### config.mk
export PLATFORM = sky130hd
export DESIGN_NAME = bcd_feeder
export DESIGN_NICKNAME = d
export VERILOG_FILES = /design/src/rtl/bcd_feeder.sv
export SDC_FILE = /design/constraint.sdc
export NUM_CORES = 1
export LEC_CHECK = 0
export BUFFER_PORTS_ARGS = -buffer_cell sky130_fd_sc_hd__buf_2
export CAP_MARGIN = 25
export CORE_MARGIN = 2
export CORE_UTILIZATION = 48
export CTS_CLUSTER_SIZE = 28
export DETAILED_ROUTE_END_ITERATION = 8
export HOLD_SLACK_MARGIN = 0.05
export PLACE_DENSITY = 0.87
export SKIP_CTS_REPAIR_TIMING = 1
export SYNTH_ARGS = -nofsm -noshare
export SYNTH_HDL_FRONTEND = slang
export SYNTH_SLANG_ARGS = --single-unit
### constraint.sdc
create_clock -name clk -period 2.5 [get_ports clk]
set_clock_uncertainty 0.15 [all_clocks]
set_input_delay 0.25 -clock clk [delete_from_list [all_inputs] [get_ports clk]]
set_output_delay 0.25 -clock clk [all_outputs]
set_load 0.005 [all_outputs]
### src/rtl/bcd_feeder.sv
// bcd_feeder: bus front end that converts binary to packed BCD and issues digit/dp writes to the 7-segment driver.
// Latency: DEC digit write sampled 17 edges after acceptance, dp write at 18; HEX at 1/2; lone DP at 1.
// Backpressure: none; DEC/HEX arriving while busy park in a one-deep slot (latest wins); DP updates dp at once.
module bcd_feeder #(
  parameter logic [31:0] BASE    = 32'h20,
  parameter logic [31:0] SEGBASE = 32'h10
) (
  input  logic        clk,
  input  logic        reset,
  input  logic        enable,
  input  logic        rw,
  input  logic [31:0] addr,
  input  logic [31:0] data,
  output logic        seg_enable,
  output logic        seg_rw,
  output logic [31:0] seg_addr,
  output logic [31:0] seg_data,
  output logic        busy,
  output logic        overflow
);

  typedef enum logic [1:0] {IDLE, CONV, WDIG, WDP} state_t;

  state_t      state_q, state_d;
  logic [3:0]  cnt_q, cnt_d;
  logic [15:0] bin_q, bin_d;
  logic [19:0] bcd_q, bcd_d;
  logic [15:0] digits_q, digits_d;
  logic [3:0]  dp_q, dp_d;
  logic        ovf_q, ovf_d;
  logic        slot_vld_q, slot_vld_d;
  logic        slot_hex_q, slot_hex_d;
  logic [15:0] slot_val_q, slot_val_d;

  logic        wr, dec_wr, dp_wr, hex_wr;
  logic        cmd_go, cmd_hex;
  logic [15:0] cmd_val;
  logic [19:0] bcd_adj;
  logic [19:0] bcd_sh;
  logic [15:0] bin_sh;
  logic        unused_data;

  assign wr          = enable & rw;
  assign dec_wr      = wr && (addr == BASE);
  assign dp_wr       = wr && (addr == BASE + 32'd1);
  assign hex_wr      = wr && (addr == BASE + 32'd2);
  assign unused_data = ^data[31:16];

  // One double-dabble step: add 3 to every nibble >= 5, then shift {bcd,bin} left by one.
  always_comb begin
    bcd_adj = bcd_q;
    for (int i = 0; i < 5; i++) begin
      if (bcd_q[4*i +: 4] >= 4'd5) bcd_adj[4*i +: 4] = bcd_q[4*i +: 4] + 4'd3;
    end
    bcd_sh = {bcd_adj[18:0], bin_q[15]};
    bin_sh = {bin_q[14:0], 1'b0};
  end

  // Next-state logic: command launch, conversion steps and pending-slot handling.
  always_comb begin
    state_d    = state_q;
    cnt_d      = cnt_q;
    bin_d      = bin_q;
    bcd_d      = bcd_q;
    digits_d   = digits_q;
    dp_d       = dp_q;
    ovf_d      = ovf_q;
    slot_vld_d = slot_vld_q;
    slot_hex_d = slot_hex_q;
    slot_val_d = slot_val_q;
    cmd_go     = 1'b0;
    cmd_hex    = 1'b0;
    cmd_val    = 16'h0;

    if (dp_wr) dp_d = data[3:0];

    case (state_q)
      IDLE: begin
        if (dec_wr || hex_wr) begin
          cmd_go  = 1'b1;
          cmd_hex = hex_wr;
          cmd_val = data[15:0];
        end else if (dp_wr) begin
          state_d = WDP;
        end
      end
      CONV: begin
        bcd_d = bcd_sh;
        bin_d = bin_sh;
        cnt_d = cnt_q + 4'd1;
        if (cnt_q == 4'd15) begin
          state_d  = WDIG;
          digits_d = (bcd_sh[19:16] != 4'd0) ? 16'hFFFF : bcd_sh[15:0];
          ovf_d    = (bcd_sh[19:16] != 4'd0);
        end
      end
      WDIG: state_d = WDP;
      default: begin
        // A write landing on the WDP exit edge beats whatever sits in the slot.
        if (dec_wr || hex_wr) begin
          cmd_go     = 1'b1;
          cmd_hex    = hex_wr;
          cmd_val    = data[15:0];
          slot_vld_d = 1'b0;
        end else if (slot_vld_q) begin
          cmd_go     = 1'b1;
          cmd_hex    = slot_hex_q;
          cmd_val    = slot_val_q;
          slot_vld_d = 1'b0;
        end else begin
          state_d = IDLE;
        end
      end
    endcase

    if ((dec_wr || hex_wr) && (state_q == CONV || state_q == WDIG)) begin
      slot_vld_d = 1'b1;
      slot_hex_d = hex_wr;
      slot_val_d = data[15:0];
    end

    if (cmd_go) begin
      if (cmd_hex) begin
        state_d  = WDIG;
        digits_d = cmd_val;
      end else begin
        state_d = CONV;
        bin_d   = cmd_val;
        bcd_d   = 20'h0;
        cnt_d   = 4'd0;
      end
    end
  end

  // State registers with asynchronous reset.
  always_ff @(posedge clk or posedge reset) begin
    if (reset) begin
      state_q    <= IDLE;
      cnt_q      <= 4'd0;
      bin_q      <= 16'h0;
      bcd_q      <= 20'h0;
      digits_q   <= 16'h0;
      dp_q       <= 4'h0;
      ovf_q      <= 1'b0;
      slot_vld_q <= 1'b0;
      slot_hex_q <= 1'b0;
      slot_val_q <= 16'h0;
    end else begin
      state_q    <= state_d;
      cnt_q      <= cnt_d;
      bin_q      <= bin_d;
      bcd_q      <= bcd_d;
      digits_q   <= digits_d;
      dp_q       <= dp_d;
      ovf_q      <= ovf_d;
      slot_vld_q <= slot_vld_d;
      slot_hex_q <= slot_hex_d;
      slot_val_q <= slot_val_d;
    end
  end

  // Outbound bus decoded purely from registered state.
  always_comb begin
    seg_enable = 1'b0;
    seg_addr   = 32'h0;
    seg_data   = 32'h0;
    if (state_q == WDIG) begin
      seg_enable = 1'b1;
      seg_addr   = SEGBASE;
      seg_data   = {16'h0, digits_q};
    end else if (state_q == WDP) begin
      seg_enable = 1'b1;
      seg_addr   = SEGBASE + 32'd1;
      seg_data   = {28'h0, dp_q};
    end
  end

  assign seg_rw   = seg_enable;
  assign busy     = (state_q != IDLE);
  assign overflow = ovf_q;

endmodule

==> impl_summary.log <==
INFO  metric drt.antenna.violating_nets = 0
INFO  metric r2r_slack = 0.24 ns
INFO  metric design.portCount = 136
INFO  metric synth_area = 5130 um2
INFO  metric area.growth.synth_to_final = 13.1%
INFO  metric hold_ws = 0.0690 ns
INFO  metric dieArea = 11500 um2
INFO  metric hold_path.class = primary input to flop
INFO  metric hold_critical_path_depth = 3
INFO  metric finalCriticalPeriod = 2.26 ns
INFO  metric io_buffers = 73
INFO  metric drt_first_pass_iters = 4
INFO  metric p_clk_share = 37.5%
INFO  metric coreArea = 10400 um2
INFO  metric root_buffer = sky130_fd_sc_hd__clkbuf_8
INFO  metric detail_route.iter0.violations = 247
INFO  metric r2r_start = state_q[1]
INFO  metric groute.layer.met3.usage = 2.48%
INFO  metric synth_warnings = 0
INFO  metric insertedDiodeCount = 0
INFO  metric grt_util_all_layers = 18.6%
INFO  metric most_frequent_standard_cell_in_the_layout_excluding_fill_and_tap_cells = sky130_fd_sc_hd__dfrtp_1
INFO  metric rsz_0062_raised_after_global_routing = no
INFO  metric power.leakage = 0.00260 uW
INFO  metric power_density = 397 nW/um2
INFO  metric starting_density = 49.4%
INFO  metric reg2reg_depth = 7
INFO  metric final_layout_size_suffix_gt1_share = 25.9%
INFO  metric tritoncts_num_sinks = 81
INFO  metric critical_path_buf_inv_count = 2
INFO  metric gpl.final_weighted_congestion = 0.891
INFO  metric worst_skew_pair.late_latency = 0.35 ns
INFO  metric num_vias = 3782
INFO  metric h-tree-depth = 3
INFO  metric detailed_place_hpwl = 7340 um
INFO  metric report.final.setup_viol = 0
INFO  metric total_grt_overflow = 0
INFO  metric power.internal = 1750 uW
INFO  metric critical_path.top_delay_family = simple AND/OR/NAND/NOR gates
INFO  metric layout.cells.most_common_list = sky130_fd_sc_hd__dfrtp_1, sky130_fd_sc_hd__buf_2, sky130_fd_sc_hd__mux2i_1
INFO  metric slew_headroom = 56.2%
INFO  metric setup_tns = 0 ns
INFO  metric clk_pin_slew_worst_paths = 0.08 ns
INFO  metric critical_path.reg2reg.endpoint = digits_q[8]
INFO  metric grt_first_pass_wirelength = 17300 um
INFO  metric slowest_cp_cell = sky130_fd_sc_hd__o41ai_1
INFO  metric rows = 37
INFO  metric slowest_delay = 0.44 ns
INFO  metric clock_tree_from_tritoncts = built
INFO  metric post_synth.cell_area_avg = 10.7 um2
INFO  metric number_of_antenna_violations_at_the_first_check_in_global_routing = 0
INFO  metric dp.cells = 678
INFO  metric maximum_number_of_pins_on_one_net_before_global_route_repair = 82
INFO  metric groute.layer.met1.usage = 24.3%
INFO  metric p_comb_share = 5.7%
INFO  metric hold_viol = 0
INFO  metric worst_hold_path.endpoint = slot_hex_q
INFO  metric drt_drc_violations_left = 0
INFO  metric worst-endpoint-required = 2.57 ns
INFO  metric grt_busiest_layer = met2
INFO  metric total_power = 2300 uW
INFO  metric worst-endpoint-arrival = 2.33 ns
INFO  metric critPathMaxFanout = 17
INFO  metric endpoint_class_of_the_critical_path = flop
INFO  metric synth.ff_latch_count = 81
INFO  metric cts_buffers = 9
INFO  metric period_share = 90.5%
INFO  metric switching_share = 23.9%
INFO  metric max_cap_violations = 0
INFO  metric critical_path.cell_chain = inv_1, ha_2, nand4_1, nand4b_1, buf_4, o41ai_1, mux2i_1
INFO  metric instances_no_fill = 711
INFO  metric route.detailed.wl_per_inst = 14.9 um
INFO  metric share_of_power_burned_in_registers = 56.8%
INFO  metric num-fill-cells = 862
INFO  metric worstSetupStartpointType = flop
INFO  metric max_freq = 442 MHz
INFO  metric report.final.slew_viol_count = 0
INFO  metric met2_usage = 32.2%
INFO  metric floorplan.die.width = 107 um
INFO  metric routed_wirelength = 10600 um
INFO  metric post_synth_num_cell_types = 51
INFO  metric synthesis.instances = 480
INFO  metric fp.dieH = 107 um
INFO  metric p_sw = 550 uW
INFO  metric grt_pass1_vias = 3623
INFO  metric run_status = complete, no violations
INFO  metric synth_seq_area_share = 39.5%
INFO  metric cts_buffer_depth = 2
INFO  metric path_depth = 7
INFO  metric worst_pin_slew = 0.657 ns
INFO  metric number_of_nets_at_the_end_of_the_flow = 653
INFO  metric vias_per_cell = 5.32
INFO  metric setup.worst_path.class = flop to flop
INFO  metric worst_hold_startpoint = addr[1]
INFO  metric power.ir.vdd_worst = 361 uV
==> cells in the mapped netlist, drive strengths merged <==
master,count,area [um2]
o221ai,1,8.76
nor3b,2,15.0
a21o,2,15.0
nor4,7,123
o21ai,13,65.1
inv,19,71.3
buf,61,487
or3b,1,8.76
xor2,2,17.5
nor4b,1,23.8
o41a,1,11.3
clkbuf,11,41.3
and2,13,81.3
or2,1,6.26
conb,1,3.75
a31oi,1,21.3
o31ai,1,7.51
nor3,3,15.0
nand4b,1,8.76
dfrtp,81,2030
a221o,1,10.0
a22oi,18,140
or4,1,8.76
mux2i,64,641
xnor2,6,52.6
ha,15,188
nor2,23,86.3
nand3,6,30.0
a21oi,14,70.1
and4,2,21.3
nor2b,3,18.8
mux2,24,270
a221oi,2,23.8
a41oi,1,8.76
and4bb,1,12.5
nand2,26,97.6
o41ai,16,140
nand2b,25,156
a211oi,1,12.5
a22o,4,43.8
nand4,4,37.5
==> stage by stage <==
| step | utilization (%) | setup WS (ns) | area [um2] |
|---|---|---|---|
| 4_1_cts | 54.3 | 0.213 | 5630 |
| 5_1_grt | 55.9 | 0.0629 | 5800 |
| 2_1_floorplan | - | 0.0199 | 5300 |
| 6_report | 55.9 | 0.237 | 5800 |
| 3_3_place_gp | 52.6 | 0.232 | 5450 |
| 3_5_place_dp | 52.6 | 0.127 | 5450 |
==> worst max-delay path by stage <==
stage / from / endpoint / slack (ns)
floorplan: reset / bcd_q[0] / 0.02
global placement: addr[10] / bin_q[1] / 0.23
detailed placement: addr[10] / bin_q[11] / 0.13
CTS: state_q[1] / bin_q[8] / 0.21
global route: state_q[1] / bin_q[8] / 0.06
finish: state_q[1] / digits_q[8] / 0.24
==> cell families (layout without fill, tap and decap cells) <==
| group | after synthesis | count (layout) | share of synthesized area, % |
|---|---|---|---|
| AND/OR/NAND/NOR | 120 | 120 | 14.6 |
| buffers and inverters | 91 | 141 | 11.7 |
| multiplexers | 88 | 88 | 17.8 |
| flip-flops | 81 | 81 | 39.5 |
| AO/OA/AOI/OAI | 76 | 76 | 11.3 |
| adder cells (fa/ha/maj) | 15 | 15 | 3.66 |
| XOR/XNOR | 8 | 8 | 1.37 |
| other | 1 | 46 | 0.0731 |
==> worst min-delay path, cell delays in order <==
cell and delay, ns:
sky130_fd_sc_hd__buf_2 0.13, sky130_fd_sc_hd__nand3_1 0.06, sky130_fd_sc_hd__o21ai_0 0.08
==> cell type report <==
type	instances	area (um2)	share of cell area, %
clock buffers	12	145	2.50
multi-input cells	353	2670	46.1
well taps	136	170	2.94
flip-flops and latches	81	2030	35.0
repair buffers	106	681	11.7
inverters	19	72.6	1.25
clock inverters	4	28.8	0.496
==> power by group through the flow <==
| stage | sequential, uW | combinational, uW | clock, uW |
|---|---|---|---|
| after floorplan | 1340 | 96.5 | 0 |
| after global placement | 1330 | 107 | 0 |
| after detailed placement | 1330 | 110 | 0 |
| after CTS | 1310 | 110 | 873 |
| after global routing | 1310 | 150 | 927 |
| final | 1310 | 131 | 863 |
==> flip-flops by register name, summed over array words and instances, names as in the netlist, 2 cells and up <==
| register | flops |
|---|---|
| bin_q | 16 |
| dp_q | 4 |
| slot_val_q | 16 |
| cnt_q | 4 |
| state_q | 2 |
| bcd_q | 20 |
| digits_q | 16 |
==> layer usage <==
layer  up-vias  routed length (um)
met1      1865                4560
met3        13                 439
met5         -                   0
li1       1791                   -
met4         0                 133
met2       113                5460
Power figures use the tool's default switching activity.
